==> config.mk <==
export PLATFORM = sky130hd
export DESIGN_NAME = stream_source
export DESIGN_NICKNAME = d
export VERILOG_FILES = /design/src/rtl/stream_pkg.sv /design/src/rtl/stream_source.sv
export SDC_FILE = /design/constraint.sdc
export NUM_CORES = 1
export LEC_CHECK = 0
export ABC_AREA = 1
export BUFFER_PORTS_ARGS = -buffer_cell sky130_fd_sc_hd__buf_2
export CAP_MARGIN = 20
export CORE_MARGIN = 2
export CORE_UTILIZATION = 40
export DETAILED_ROUTE_END_ITERATION = 8
export PLACE_DENSITY_LB_ADDON = 0.25
export SYNTH_ARGS = -nofsm -noshare
export SYNTH_HDL_FRONTEND = slang
export SYNTH_SLANG_ARGS = --single-unit
==> constraint.sdc <==
create_clock -name i_clk -period 2.8 [get_ports i_clk]
set_input_delay 0.7 -clock i_clk [delete_from_list [all_inputs] [get_ports i_clk]]
set_output_delay 0.7 -clock i_clk [all_outputs]
set_load 0.01 [all_outputs]
==> src/rtl/stream_pkg.sv <==
// Shared types and default sizing for the stream source burst generator.
package stream_pkg;

   localparam int DEF_WIDTH = 8;
   localparam int DEF_CNT_W = 16;
   localparam int DEF_GAP_W = 4;

   typedef enum logic [1:0] {
      ST_IDLE,
      ST_SEND,
      ST_GAP,
      ST_FIN
   } state_t;

endpackage

==> src/rtl/stream_source.sv <==
// Burst generator: emits count beats of an arithmetic sequence over a valid/ready
// stream, with an optional idle gap after each accepted beat. All outputs are flops.
module stream_source
   import stream_pkg::*;
#(
   parameter int WIDTH = DEF_WIDTH,
   parameter int CNT_W = DEF_CNT_W,
   parameter int GAP_W = DEF_GAP_W
) (
   input  logic             i_clk,
   input  logic             i_reset,
   input  logic             i_start,
   input  logic [WIDTH-1:0] i_first,
   input  logic [WIDTH-1:0] i_step,
   input  logic [CNT_W-1:0] i_count,
   input  logic [GAP_W-1:0] i_gap,
   output logic [WIDTH-1:0] o_data,
   output logic             o_vld,
   input  logic             i_rdy,
   output logic             o_busy,
   output logic             o_done,
   output logic [CNT_W-1:0] o_beats
);

   state_t           state, state_n;
   logic [WIDTH-1:0] step_q, step_n;
   logic [CNT_W-1:0] count_q, count_n;
   logic [GAP_W-1:0] gap_q, gap_n;
   logic [GAP_W-1:0] gap_cnt, gap_cnt_n;
   logic [WIDTH-1:0] data_n;
   logic [CNT_W-1:0] beats_n, beats_inc;
   logic             vld_n, done_n, busy_n;

   assign beats_inc = o_beats + CNT_W'(1);

   always_comb begin
      state_n   = state;
      step_n    = step_q;
      count_n   = count_q;
      gap_n     = gap_q;
      gap_cnt_n = gap_cnt;
      data_n    = o_data;
      beats_n   = o_beats;
      vld_n     = o_vld;
      done_n    = 1'b0;
      case (state)
         ST_IDLE: begin
            if (i_start) begin
               step_n  = i_step;
               count_n = i_count;
               gap_n   = i_gap;
               data_n  = i_first;
               beats_n = '0;
               if (i_count != '0) begin
                  state_n = ST_SEND;
                  vld_n   = 1'b1;
               end else begin
                  state_n = ST_FIN;
                  done_n  = 1'b1;
               end
            end
         end
         ST_SEND: begin
            if (o_vld && i_rdy) begin
               beats_n = beats_inc;
               data_n  = o_data + step_q;
               if (beats_inc == count_q) begin
                  state_n = ST_FIN;
                  vld_n   = 1'b0;
                  done_n  = 1'b1;
               end else if (gap_q != '0) begin
                  state_n   = ST_GAP;
                  gap_cnt_n = gap_q;
                  vld_n     = 1'b0;
               end
            end
         end
         ST_GAP: begin
            // gap_cnt is loaded with a nonzero gap, so the last idle cycle is at 1
            if (gap_cnt == GAP_W'(1)) begin
               state_n = ST_SEND;
               vld_n   = 1'b1;
            end else begin
               gap_cnt_n = gap_cnt - GAP_W'(1);
            end
         end
         ST_FIN: begin
            state_n = ST_IDLE;
         end
         default: begin
            state_n = ST_IDLE;
            vld_n   = 1'b0;
         end
      endcase
      busy_n = (state_n != ST_IDLE);
   end

   always_ff @(posedge i_clk) begin
      if (i_reset) begin
         state   <= ST_IDLE;
         step_q  <= '0;
         count_q <= '0;
         gap_q   <= '0;
         gap_cnt <= '0;
         o_data  <= '0;
         o_beats <= '0;
         o_vld   <= 1'b0;
         o_done  <= 1'b0;
         o_busy  <= 1'b0;
      end else begin
         state   <= state_n;
         step_q  <= step_n;
         count_q <= count_n;
         gap_q   <= gap_n;
         gap_cnt <= gap_cnt_n;
         o_data  <= data_n;
         o_beats <= beats_n;
         o_vld   <= vld_n;
         o_done  <= done_n;
         o_busy  <= busy_n;
      end
   end

endmodule

# --- Word-level counts from Yosys, hierarchy flattened ---
# Cells that the tools add are included.
classes:
  addsub: 3
  mul: 0
  n_div: 0
  magnitude_cmp: 0
  n_eq_ne: 13
  shift: 0
  mux: 30
  bitwise: 0
  n_reduce_logical: 12
op_table:
  columns: ["op", "n"]
  rows:
  - ["16-bit 2-to-1 mux", 2]
  - ["16-bit one-hot mux with 2 select lines", 1]
  - ["16-bit by 1-bit adder with 16-bit output, second input constant", 1]
  - ["16-bit == test", 1]
  - ["4-bit 2-to-1 mux", 4]
  - ["8-bit 2-to-1 mux", 2]
  - ["8-bit one-hot mux with 2 select lines", 1]
  - ["16-bit nonzero test", 1]
  - ["2-bit != test, second input constant", 7]
  - ["2-bit 2-to-1 mux", 6]
  - ["1-bit 2-to-1 mux", 10]
  - ["8-bit adder", 1]
  - ["2-bit one-hot mux with 4 select lines", 1]
  - ["4-bit one-hot mux with 2 select lines", 1]
  - ["6-bit AND reduction", 1]
  - ["2-bit nonzero test", 3]
  - ["5-bit AND reduction", 1]
  - ["2-bit == test, second input constant", 2]
  - ["4-bit by 1-bit == test with 1-bit output, second input constant", 1]
  - ["4-bit nonzero test", 1]
  - ["4-bit by 1-bit subtractor with 4-bit output, second input constant", 1]
  - ["3-bit != test, second input constant", 1]
  - ["1-bit one-hot mux with 3 select lines", 1]
  - ["3-bit AND reduction", 1]
  - ["6 further kinds", 6]
word_totals:
  reg_bits: 61
  latch_bits: 0
  ram_bits: 0
  mem_bits_ro: 0
  inputBits: 40
  output_inout_bits: 27
  word_cells: 68
  memories: 0

# --- Logic depth before layout (Yosys ltp) ---
# Gate-level depths: netlist (run 1).
logic_depth:
  word_depth: 6
  depth_mapped: 18
  ltp_nobuf: 18

# --- Worst setup path before layout (run 1) ---
# Ideal clock, no wire load.
synth_timing:
  path_type: "register -> register"
  startpoint: "register o_beats[0]"
  endpoint: "register gap_cnt[3]"
  setup_ns: 0.113
  arrival_ns: 1.892
  required_time_ns: 2.687
  setup_slack_ns: 0.795
  path_stages_with_launch: 19
  n_path_buf: 0
  synth_period_minus_slack_ns: 2.005
  path_cell_list: "dfxtp_1 ha_1 nand2_2 nor2_4 nand2_1 nand2_1 nand2_1 nand2_1 nand2_1 nor2_1 nand2_1 nor2_2 nand3_2 nand2_1 nand2_2 nand2_2 nand2_1 nand2_1 nor2_1"
synth_between:
  elab_chain_len: 4
synth_rtl:
  columns: ["element", "line_no", "source"]
  rows:
  - ["start: declaration", "stream_source.sv:22", "output logic [CNT_W-1:0] o_beats"]
  - ["start signal: assignment", "stream_source.sv:117", "o_beats <= beats_n;"]
  - ["16-bit by 1-bit adder with 16-bit output", "stream_source.sv:34", "assign beats_inc = o_beats + CNT_W'(1);"]
  - ["16-bit == test", "stream_source.sv:67", "if (beats_inc == count_q) begin"]
  - ["2-bit != test (no line)", null, null]
  - ["5-bit AND reduction (no line)", null, null]
  - ["end signal: assignment", "stream_source.sv:115", "gap_cnt <= gap_cnt_n;"]
  - ["end: declaration", "stream_source.sv:29", "logic [GAP_W-1:0] gap_cnt, gap_cnt_n;"]
# Every way passes these cells.
# A chain may end at the register's enable or synchronous reset.

# --- Worst setup path after layout (run 1) ---
layout_timing:
  startpoint: "register o_beats[0]"
  endpoint: "register gap_cnt[1]"
# Same word-level chain as after synthesis.

==> qor.yml, run 1 <==
firstDrtPassIters: 5
tightest_slew_ns: 0.575
design_power_total_mw: 2.25
grt_pass1_vias: 3222
clkLatencyLatePin_ns: 0.34
setup_viol_count_final: 0
async_flop_share: 0
cts.clk_slew.worst_paths_ns: 0.07
fmax_mhz: 444
overflow: 0
yosys.cell_types.count: 31
max-cap-violations: 0
ys_warn_count: 0
drt_iter0_drc: 135
dp.final_hpwl_um: 6530
synth-simple-area-share: 0.326
maxSlewViolCount: 0
ys_seq_area_frac: 0.351
setup-tns-final_ns: 0
clock_skew_ns: 0.00751
wl_per_cell_um: 12.3
path_buf_inv: 0
min_path_type: "reg2reg"
grt_max_degree: 26
slew_headroom: 0.613
design_area_um2: 4140
drc_errors: 0
rsz0062_at_grt: "false"
cp_max_fo: 7
cts_buffers: 9
p_leak_nw: 1.94
coreArea_um2: 8590
cts.sinks: 61
antennaDiodeCount: 0
cts_resized: 0
clockBufferDepth: 2
syn_area_um2: 3480
crit_family: "simple AND/OR/NAND/NOR gates"
synth-seq-cells: 61
synth-compound-area-share: 0.165
grt_usage: 0.192
cp-start-kind: "flip-flop"
placed_cell_area_um2: 3930
crit_slowest_cell: "dfxtp_1"
layout.nets: 651
clockRootBuffer: "clkbuf_8"
finalCriticalPeriod_ns: 2.25
drtAntennaViolNets: 0
worstPathArrival_ns: 2.49
dieWidth_um: 97.2
syn_avg_cell_area_um2: 6.55
vdd_ir_drop_max_uv: 323
path_class: "reg2reg"
gp_congestion: 0.826
syn_inst: 531
fin_crit_sh: 0.804
drive_above_1_share: 0.183
synth_nets: 582
synth_top_family_by_area: "simple AND/OR/NAND/NOR gates"
ys.flop_type: "dfxtp_1"
synthAdderAreaFrac: 0.0417
cp.required_ns: 3.04
slowest_delay_ns: 0.46
synthToLayoutAreaGrowth_pct: 19.1
p_per_area_nw_per_um2: 544
die-area_um2: 9450
synth_edf_count: 0
cts_tree: "done"
worstSetupEndpointType: "flip-flop"
grt_pass1_wl_um: 15000
cp_common_cell: "nand2_1"
status: "finished, final reports clean"
finalHoldViolCount: 0
top_level_ports: 67
start_util: 0.405
fillers: 898
post-cts-setup-buffer-count: 0
num_rows: 34
die_height_um: 97.2
synth.mux.area_fraction: 0
drt_wl_total_um: 8770
h-tree-depth: 3
postCtsHoldBufs: 0
worstPathCellList: "ha_1 > nand3_1 > nor2_2 > nand3_1 > nand2_1 > nand2_1 > nand2_1 > nand2_1 > a21oi_1 > nand3_2 > nand2_1 > nand2_2 > nand2_2 > nand2_1 > nand2_1 > nor2_1"
final_util: 0.482
grt_antenna_before_repair: 1
synth_xor_area_frac: 0.0176
io_buffers: 66
via_per_inst: 4.89
num_vias: 3490
area by class of cell:
class | count | area, um^2 | area share
multi-input combinational | 382 | 1920 | 0.463
timing repair buffer | 74 | 390 | 0.0943
inverter | 72 | 270 | 0.0653
tap | 108 | 135 | 0.0326
clock buffer | 11 | 131 | 0.0317
clock inverter | 5 | 75.1 | 0.0181
sequential | 61 | 1220 | 0.295
synthesized netlist by cell type (2+ instances only):
library cell,count,area [um^2]
nor2_2,11,68.8
nand4_1,9,56.3
o211ai_1,2,15.0
nor2_4,2,22.5
nor3_1,2,10.0
clkbuf_1,13,48.8
dfxtp_1,61,1220
a211oi_1,3,22.5
o21ai_0,48,240
xor2_1,3,26.3
ha_1,10,125
nand2_1,122,458
nand3b_1,7,52.6
a31oi_1,2,12.5
nand3_1,38,190
nand2_2,6,37.5
nor2_1,50,188
nand3_2,2,20.0
inv_1,71,267
a21oi_1,52,260
nor4_1,3,18.8
xnor2_1,4,35.0
o21bai_1,2,15.0
cells in the final DEF (no fill, tap or decap), types with 6 or more instances in the layout:
master      n
nand4_1     9
nor2_2     12
buf_4       8
nand2_2     6
inv_1      71
nand3_1    38
o21ai_0    48
nand3b_1    7
dfxtp_1    61
nand2_1   122
ha_1       10
clkbuf_8    9
nor2_1     49
buf_2      66
a21oi_1    52
metrics by stage:
step,setup WS (ns),hold slack [ns],std cells
after floorplan,0.795,0.478,531
after global placement,0.646,0.482,697
after detailed placement,0.554,0.478,697
after CTS,0.550,0.495,713
after global routing,0.187,0.531,713
final,0.548,0.500,713
state kept, by name (all words and copies together), names as in the netlist:
register,count
o_vld,1
o_data,8
count_q,16
o_busy,1
state,2
o_beats,16
gap_cnt,4
step_q,8
o_done,1
gap_q,4
power by group:
part	switching, mW	internal (mW)
clock	0.359	0.498
combinational	0.244	0.163
sequential	0.0528	0.936
final timing paths:
| kind | startpoint | cells past startpoint | slack (ns) | endpoint |
|---|---|---|---|---|
| setup / recovery | o_beats[0] | 16 | 0.55 | gap_cnt[1] |
| hold / removal | o_vld | 2 | 0.50 | o_vld |
| hold reg to reg | o_vld | 2 | 0.50 | o_vld |
| setup reg to reg | o_beats[0] | 16 | 0.55 | gap_cnt[1] |
worst min-delay path, stage by stage, from the launching register on:
cell and delay, ns:
dfxtp_1 0.34, inv_1 0.06, a21oi_1 0.06
cells by family (layout without fill, tap and decap cells):
logic type	Yosys count	in the layout
buf+inv	88	162
fa+ha+maj	11	11
compound gates	110	110
xor+xnor	7	7
simple gates	254	254
flops	61	61
routing by layer:
metal / global-route usage / vias up / share of wire
li1: - / 1856 / -
met1: 0.243 / 1549 / 0.46
met2: 0.323 / 75 / 0.48
met3: 0.0511 / 10 / 0.048
met4: 0.0566 / 0 / 0.016
met5: 0 / - / 0
(Power assumes the default switching activity.)
==> run 2, diff against run 1 <==
==> constraint.sdc (replaced) <==
create_clock -name i_clk -period 1.9 [get_ports i_clk]
set_input_delay 0.475 -clock i_clk [delete_from_list [all_inputs] [get_ports i_clk]]
set_output_delay 0.475 -clock i_clk [all_outputs]
set_load 0.01 [all_outputs]
==> qor.yml, run 2 (synthesis results as in run 1) <==
status: "finished, violations left"
violations: "negative setup slack"
clock_skew_ns: 0.00838
overflow: 0
gp_congestion: 0.895
drt_wl_total_um: 9720
final_common_cell: "nand2_1"
cp.required_ns: 2.14
cp-start-kind: "flip-flop"
antennaDiodeCount: 0
grt_pass1_wl_um: 16100
crit_slowest_cell: "dfxtp_4"
clkLatencyLatePin_ns: 0.34
dp.final_hpwl_um: 6970
cts_buffers: 9
critPathLaunch: "o_beats[1]"
clkPwrFrac: 0.352
grt_antenna_before_repair: 0
whs_path_depth: 3
coreArea_um2: 8590
p_per_area_nw_per_um2: 711
min_path_type: "in2reg"
grt_pass1_vias: 3592
synthToLayoutAreaGrowth_pct: 34.8
dr_wl_met2_um: 4580
fin_crit_sh: 1.09
die_height_um: 97.2
dieWidth_um: 97.2
rrSetupSlack_ns: -0.17
p_leak_nw: 2.20
switching_share: 0.315
grt_usage: 0.208
cp_max_fo: 5
h-tree-depth: 3
cts_tree: "done"
wl_per_cell_um: 12.8
worstPathArrival_ns: 2.32
p_sw_mw: 1.05
postCtsHoldBufs: 0
firstDrtPassIters: 4
drt-met1-wl_um: 4420
worstHoldEndpoint: "gap_q[2]"
num_vias: 3783
top_regs: "count_q: 16 flops, o_beats: 16 flops"
layout.nets: 699
setup-tns-final_ns: -0.886
p_int_mw: 2.28
cts.sinks: 61
finalHoldViolCount: 0
top_level_ports: 67
worstSetupEndpointType: "flip-flop"
worstPathCellList: "ha_4 > nand2_4 > nor2_4 > buf_6 > nand2_1 > nor2_1 > nand2_1 > nand3_1 > nand3_2 > nor2_2 > nand3_2 > nand2_2 > nand2_4 > nand2_4 > nand2_2 > nand2_2 > nor2_2"
met3_length_um: 514
path_class: "reg2reg"
r2r_end: "gap_cnt[1]"
layout_setup_ws_ns: -0.174
rsz0062_at_grt: "true"
io_buffers: 66
die-area_um2: 9450
layout_common_cells: "nand2_1, inv_1, buf_2"
num_rows: 34
combinationalPowerShare: 0.208
clockBufferDepth: 2
power.share.sequential: 0.440
finalCriticalPeriod_ns: 2.07
drtAntennaViolNets: 0
clockRootBuffer: "clkbuf_8"
setup_viol_count_final: 10
tightest_slew_ns: 0.574
cts.clk_slew.worst_paths_ns: 0.08
slew_headroom: 0.614
design_power_total_mw: 3.33
reg2regPathDepth: 17
timing.rr.start: "o_beats[1]"
hp-start: "i_gap[2]"
routed.top_layer: "met4"
final_util: 0.546
maxSlewViolCount: 0
drc_errors: 0
drt_iter0_drc: 120
slowest_delay_ns: 0.38
grt_max_degree: 26
max-cap-violations: 0
via_per_inst: 4.97
fmax_mhz: 482
drive_above_1_share: 0.311
vdd_ir_drop_max_uv: 447
crit_family: "simple AND/OR/NAND/NOR gates"
start_util: 0.405
path_buf_inv: 1
==> run 2: cell count changes in the layout (fill, tap and decap cells not counted), sizes merged <==
cell      previous run  this run
buf                 74       122
bufinv               2         1
clkinv               4         5
inv                 71        72
clkbuf              11         9
clkinvlp             0         1
==> run 2: how the worst max path moves through the flow <==
stage | depth (start not counted) | endpoint | slack (ns)
3_3_place_gp | 16 | gap_cnt[1] | -0.13
4_1_cts | 18 | gap_cnt[1] | -0.08
2_1_floorplan | 18 | gap_cnt[3] | 0.003
5_1_grt | 17 | gap_cnt[1] | -0.35
3_5_place_dp | 16 | gap_cnt[1] | -0.19
6_report | 17 | gap_cnt[1] | -0.17
==> run 2: layer usage <==
metal  vias to the layer above  GRT usage
met1                      1706      0.260
li1                       1960          -
met5                         -          0
met4                         0     0.0791
met3                        21     0.0547
met2                        96      0.342
==> run 2: repair_timing <==
| item | in CTS | in global routing |
|---|---|---|
| gates cloned | 0 | 0 |
| resized for setup | 17 | 41 |
| pin swaps | 2 | 29 |
| buffers inserted | 9 | 6 |
| setup endpoints to repair | 10 | 13 |
==> run 2: through the flow <==
step | instance area (um^2) | setup WS (ns) | hold WS, ns | std cells
after floorplan | 3480 | 0.00261 | 0.478 | 531
after global placement | 4200 | -0.128 | 0.474 | 732
after detailed placement | 4200 | -0.189 | 0.484 | 732
after CTS | 4530 | -0.0814 | 0.335 | 757
after global routing | 4690 | -0.345 | 0.344 | 761
final | 4690 | -0.174 | 0.349 | 761
==> run 2: final cells by class <==
cell class,instances,area (um^2)
clock inverters,7,73.8
multi-input cells,382,2090
well taps,108,135
repair buffers,122,758
fillers,839,3910
clock buffers,9,124
inverters,72,270
flip-flops and latches,61,1240
==> run 2: worst reg2reg max path, delay by kind of cell, from the launching register on <==
family                   cells  cell delay [ns]
adder cells (fa/ha/maj)      1             0.17
buffers and inverters        1             0.12
flip-flops                   1             0.38
AND/OR/NAND/NOR             15             1.32
==> run 2: power groups by stage <==
stage	logic (mW)	clock network (mW)	registers (mW)
after global placement	0.619	0	1.48
after global routing	0.797	1.27	1.48
after floorplan	0.413	0	1.48
after CTS	0.642	1.21	1.46
after detailed placement	0.631	0	1.49
final	0.695	1.17	1.47
